File: config.mk
export PLATFORM = sky130hd
export DESIGN_NAME = drum_result_decoder
export DESIGN_NICKNAME = d
export VERILOG_FILES = /design/src/rtl/drum_pkg.sv /design/src/rtl/onehot_decoder.sv /design/src/rtl/drum_result_decoder.sv
export SDC_FILE = /design/constraint.sdc
export NUM_CORES = 1
export LEC_CHECK = 0
export ABC_AREA = 1
export CELL_PAD_IN_SITES_DETAIL_PLACEMENT = 1
export CELL_PAD_IN_SITES_GLOBAL_PLACEMENT = 1
export CORE_MARGIN = 5
export CORE_UTILIZATION = 40
export CTS_BUF_LIST = sky130_fd_sc_hd__clkbuf_8
export CTS_CLUSTER_DIAMETER = 200
export DETAILED_ROUTE_END_ITERATION = 16
export GPL_TIMING_DRIVEN = 0
export PLACE_DENSITY = 0.95
export SLEW_MARGIN = 20
export SYNTH_ARGS = -nofsm -noshare
export SYNTH_HDL_FRONTEND = slang
export SYNTH_SLANG_ARGS = --single-unit
export TNS_END_PERCENT = 1
File: constraint.sdc
create_clock -name clk -period 6 [get_ports clk]
set_input_delay 1.2 -clock clk [delete_from_list [all_inputs] [get_ports clk]]
set_output_delay 1.2 -clock clk [all_outputs]
set_load 0.005 [all_outputs]
File: src/rtl/drum_pkg.sv
// Shared constants, stage payload type and position-to-shift helper for the
// DRUM approximate multiplier back end.
package drum_pkg;

    localparam int DRUM_N    = 8;                       // full operand width
    localparam int DRUM_K    = 4;                       // truncated operand width
    localparam int DRUM_LOGN = 3;                       // width of a position code
    localparam int SHAMT_W   = DRUM_LOGN + 1;           // combined shift amount width
    localparam int MAX_SHIFT = 2 * (DRUM_N - DRUM_K);   // largest legal combined shift
    localparam int SEL_W     = MAX_SHIFT + 1;           // one-hot select lines actually used
    localparam int PROD_W    = 2 * DRUM_K;              // truncated product width
    localparam int RES_W     = 2 * DRUM_N;              // full product width
    localparam int DEC_W     = 1 << SHAMT_W;            // raw decoder output width

    // Payload carried from the decode stage to the reconstruct stage.
    typedef struct packed {
        logic [PROD_W-1:0]  prod;
        logic [SHAMT_W-1:0] shamt;
        logic               zero;
    } s1_data_t;

    // Shift contributed by one operand: how far its leading one sits above
    // the top bit of the K-bit window (zero when the operand fits the window).
    function automatic logic [SHAMT_W-1:0] drum_shift(input logic [DRUM_LOGN-1:0] pos);
        logic [SHAMT_W-1:0] pos_ext_s;
        logic [SHAMT_W-1:0] base_s;
        pos_ext_s = {1'b0, pos};
        base_s    = SHAMT_W'(DRUM_K - 1);
        if (pos_ext_s >= base_s) begin
            drum_shift = pos_ext_s - base_s;
        end else begin
            drum_shift = {SHAMT_W{1'b0}};
        end
    endfunction

endpackage

File: src/rtl/onehot_decoder.sv
// Binary-to-one-hot decoder with a global enable. The inverse of the DRUM
// front-end position encoder; with en low every output line is zero.
module onehot_decoder #(
    parameter int W = 4
) (
    input  logic [W-1:0]        in,
    input  logic                en,
    output logic [(1<<W)-1:0]   out
);

    // Raise exactly the line whose index equals the binary code when enabled.
    always_comb begin
        out = {(1<<W){1'b0}};
        for (int i = 0; i < (1 << W); i++) begin
            if (en && (in == W'(i))) begin
                out[i] = 1'b1;
            end else begin
                out[i] = 1'b0;
            end
        end
    end

endmodule

File: src/rtl/drum_result_decoder.sv
// DRUM result decoder: turns the two leading-one positions into a combined
// shift, then rebuilds the 2N-bit approximate product from the KxK truncated
// product through a one-hot AND-OR shift mux. Two registered stages with a
// valid/ready handshake on both sides.
import drum_pkg::*;

module drum_result_decoder (
    input  logic                  clk,
    input  logic                  rst,
    input  logic                  in_valid,
    output logic                  in_ready,
    input  logic [DRUM_LOGN-1:0]  pos_a,
    input  logic [DRUM_LOGN-1:0]  pos_b,
    input  logic                  zero,
    input  logic [PROD_W-1:0]     trunc_prod,
    output logic                  out_valid,
    input  logic                  out_ready,
    output logic [RES_W-1:0]      result
);

    logic               s1_valid_r;
    s1_data_t           s1_data_r;
    logic               s2_valid_r;
    logic [RES_W-1:0]   s2_result_r;

    logic               s1_advance_s;
    logic               s2_advance_s;
    logic [SHAMT_W-1:0] shamt_s;
    logic               dec_en_s;
    logic [DEC_W-1:0]   onehot_s;
    logic [RES_W-1:0]   prod_ext_s;
    logic [RES_W-1:0]   recon_s;
    logic               unused_onehot_s;

    // Pipeline advance conditions; depend only on registered state and out_ready.
    always_comb begin
        s2_advance_s = !s2_valid_r || out_ready;
        s1_advance_s = !s1_valid_r || s2_advance_s;
    end

    assign in_ready  = s1_advance_s;
    assign out_valid = s2_valid_r;
    assign result    = s2_result_r;

    // Combined shift amount from both operand positions.
    always_comb begin
        shamt_s = drum_shift(pos_a) + drum_shift(pos_b);
    end

    // Decode stage: capture product, shift amount and zero flag on an input transfer.
    always_ff @(posedge clk) begin
        if (rst) begin
            s1_valid_r <= 1'b0;
            s1_data_r  <= '{prod: {PROD_W{1'b0}}, shamt: {SHAMT_W{1'b0}}, zero: 1'b0};
        end else if (s1_advance_s) begin
            s1_valid_r <= in_valid;
            if (in_valid) begin
                s1_data_r.prod  <= trunc_prod;
                s1_data_r.shamt <= shamt_s;
                s1_data_r.zero  <= zero;
            end
        end
    end

    // Out-of-range shifts and zero operands both leave every select line low,
    // which forces the reconstructed product to 0 without any X.
    always_comb begin
        dec_en_s = (s1_data_r.shamt <= SHAMT_W'(MAX_SHIFT)) && !s1_data_r.zero;
    end

    onehot_decoder #(
        .W (SHAMT_W)
    ) u_onehot (
        .in  (s1_data_r.shamt),
        .en  (dec_en_s),
        .out (onehot_s)
    );

    // Lines above the largest legal shift never select anything.
    assign unused_onehot_s = |onehot_s[DEC_W-1:SEL_W];

    // One-hot AND-OR mux over every legal constant shift of the product.
    always_comb begin
        prod_ext_s = {{(RES_W-PROD_W){1'b0}}, s1_data_r.prod};
        recon_s    = {RES_W{1'b0}};
        for (int i = 0; i < SEL_W; i++) begin
            recon_s = recon_s | ({RES_W{onehot_s[i]}} & (prod_ext_s << i));
        end
    end

    // Reconstruct stage: take stage 1's result when it is empty or draining.
    always_ff @(posedge clk) begin
        if (rst) begin
            s2_valid_r  <= 1'b0;
            s2_result_r <= {RES_W{1'b0}};
        end else if (s2_advance_s) begin
            s2_valid_r <= s1_valid_r;
            if (s1_valid_r) begin
                s2_result_r <= recon_s;
            end
        end
    end

endmodule

==> results.toml <==
[clocking]
clk_pin_slew_ps = 60
clockBufferDepth = 2
post_cts_buffers = 0
cts-resized-gates = 0
clk_latency_ps = 290
cts_tree = "yes"
cts_max_level = 2
cts_buffers = 5
cts.sinks = 31
clock-root-buffer = "clkbuf_8"
hold_buffers = 0

[routing]
drt-vias-per-instance = 5.61
drc_errors = 0
vias = 2229
drt_iter0_drc = 207
drt_first_pass_iters = 4
antenna_left = 0
wl_um = 6360
wl_per_cell_um = 16.0

[cells_and_area]
drive_above_1_share_pct = 5.83
fin_cells = 397
syn_to_final_growth_pct = 27.2
n_antenna_cell = 0
fin_nets = 367

[timing]
relSlewSlack_pct = 57.5
skew_ps = 5.76
timing.final.crit_period_ps = 3520
fmax_ghz = 0.284
final-hold-violation-count = 0
fin_tns_setup_ps = 0
setup_viol = 0
fin_crit_sh_pct = 58.7
slew_viol_final = 0
rsz0062_at_grt = "no"
fin_ws_ps = 2480
tightest_slew_ps = 635

[worst_hold_path]
holdPathStages = 2
worstHoldPathType = "reg2reg"
hold-path-endpoint = "result[15]"
hp-start = "result[15]"

[critical_path]
endpoint_kind = "output port"
cp.required_ps = 4800
rr_endpoint = "result[13]"
criticalPathCategory = "in2out"
critPathArrivalTime_ps = 2320
reg2reg_depth = 7
start_kind = "input pin"
cp_max_fo = 3
r2r_slack_ps = 4280
rr_startpoint = "out_valid"

[yosys]
synth_compound_area_share_pct = 15.9
synth-xor-area-share_pct = 0.460
syn_avg_cell_area_sq_um = 6.35
synth_fp_nets = 325
synth_cells = 300
syn_area_sq_um = 1910
synth_top_family_by_area = "simple AND/OR/NAND/NOR gates"
yosys_warnings = 0
synth-seq-area-share_pct = 32.6
muxShareOfSynthArea_pct = 0
ys_types = 25
yosys.area_share.simple_pct = 37.0
synth_fa_ha_area_share_pct = 4.33
synth_seq_cells = 31

[global_routing]
grt_overflow = 0
grt_pass1_wl_um = 10700
antenna_found_initial = 0
grt_max_degree = 11
grt_usage_pct = 21.7
grt_pass1_vias = 2286

[place]
dp_cells = 389
hpwl_um = 4820
dp_slack_ps = 2480
portBuffers = 35
place_congestion = 0.964

[floorplanning]
die_area_sq_um = 6240
die_x_um = 79.0
start_util_pct = 40.9
ios = 37
die_h_um = 79.0
core_sq_um = 4660
rows = 25

[pwr]
vdd_drop_max_v = 0.000115
pwr_density_cell_nw_per_um2 = 223
leakage_nw = 0.995

[outcome]
status = "finished, final reports clean"

[run]
maxCapViolations = 0
layout make-up:
class	instances	area (sq um)
Multi-Input combinational cell	224	1100
Inverter	27	101
Fill cell	637	2240
Sequential cell	31	621
Clock inverter	1	3.75
Timing Repair Buffer	35	350
Clock buffer	7	96.3
Tap cell	54	67.6
Buffer	18	83.8
synthesized netlist by cell type:
| master | count | area, sq um |
|---|---|---|
| fa_1 | 1 | 20.0 |
| inv_1 | 24 | 90.1 |
| a31oi_1 | 2 | 12.5 |
| buf_2 | 4 | 20.0 |
| o21ai_0 | 27 | 135 |
| nand2_1 | 42 | 158 |
| nand3_1 | 51 | 255 |
| dfxtp_1 | 31 | 621 |
| inv_2 | 3 | 11.3 |
| o21ai_1 | 7 | 35.0 |
| buf_1 | 6 | 22.5 |
| xnor2_1 | 1 | 8.76 |
| nand3b_1 | 1 | 7.51 |
| ha_1 | 5 | 62.6 |
| nor2_1 | 51 | 191 |
| buf_4 | 1 | 7.51 |
| nand4_1 | 9 | 56.3 |
| or2_2 | 1 | 6.26 |
| nor2_4 | 1 | 11.3 |
| a21o_1 | 1 | 7.51 |
| a22oi_1 | 1 | 7.51 |
| nor3_2 | 2 | 20.0 |
| a21oi_1 | 21 | 105 |
| buf_6 | 1 | 11.3 |
| clkbuf_1 | 6 | 22.5 |
cells in the final DEF (no fill, tap or decap), types with 3 or more instances in the layout:
cell             Yosys  layout
nor2_1              51      51
nand3_1             51      51
nand2_1             42      42
clkdlybuf4s50_1      0      35
dfxtp_1             31      31
o21ai_0             27      27
inv_1               24      25
a21oi_1             21      21
nand4_1              9       9
o21ai_1              7       7
clkbuf_8             0       7
buf_1                6       6
clkbuf_1             6       6
ha_1                 5       5
buf_2                4       4
inv_2                3       3
worst max path at each step:
stage	start	to	slack [ps]	cells after the start
global route	out_ready	in_ready	2430	4
CTS	out_ready	in_ready	2470	4
finish	out_ready	in_ready	2480	4
global placement	out_ready	in_ready	2490	4
floorplan	pos_a[0]	s1_data_r[4]	3280	9
detailed placement	out_ready	in_ready	2480	4
kinds of logic (layout without fill, tap and decap cells):
logic type / after synthesis / after routing
compound gates: 59 / 59
xor+xnor: 1 / 1
simple gates: 158 / 158
buf+inv: 45 / 88
flops: 31 / 31
fa+ha+maj: 6 / 6
critical path, cell delays in order:
cell and delay (ps):
clkdlybuf4s50_1 450, inv_1 50, nand3_1 100, clkdlybuf4s50_1 520
power breakdown:
group / internal (mW) / switching (mW) / leakage (nW)
registers: 0.219 / 0.00952 / 0.256
logic: 0.0503 / 0.0807 / 0.684
clock network: 0.103 / 0.0785 / 0.0557
total: 0.373 / 0.169 / 0.995
layer usage:
| metal | up-vias | global-route usage (%) | part of all wire [%] |
|---|---|---|---|
| met5 | - | 0 | 0 |
| met4 | 0 | 8.42 | 2.3 |
| met3 | 16 | 3.85 | 6.0 |
| met2 | 72 | 39.3 | 50 |
| met1 | 1056 | 25.3 | 42 |
| li1 | 1085 | - | - |
state kept, by name, summed over array words and instances, names as in the netlist:
signal and count:
result 16, prod_ext_s 8, s1_data_r 5, out_valid 1, s1_valid_r 1
stage by stage:
step                      area, sq um  total power [mW]  hold slack (ps)  utilization [%]
final                            2420             0.541              469             52.0
after global routing             2420             0.570              514             52.0
after CTS                        2420             0.544              468             52.0
after detailed placement         2320             0.362              458             49.9
after global placement           2320             0.357              456             49.9
after floorplan                  1910             0.309              462                -
(Power assumes the default switching activity.)
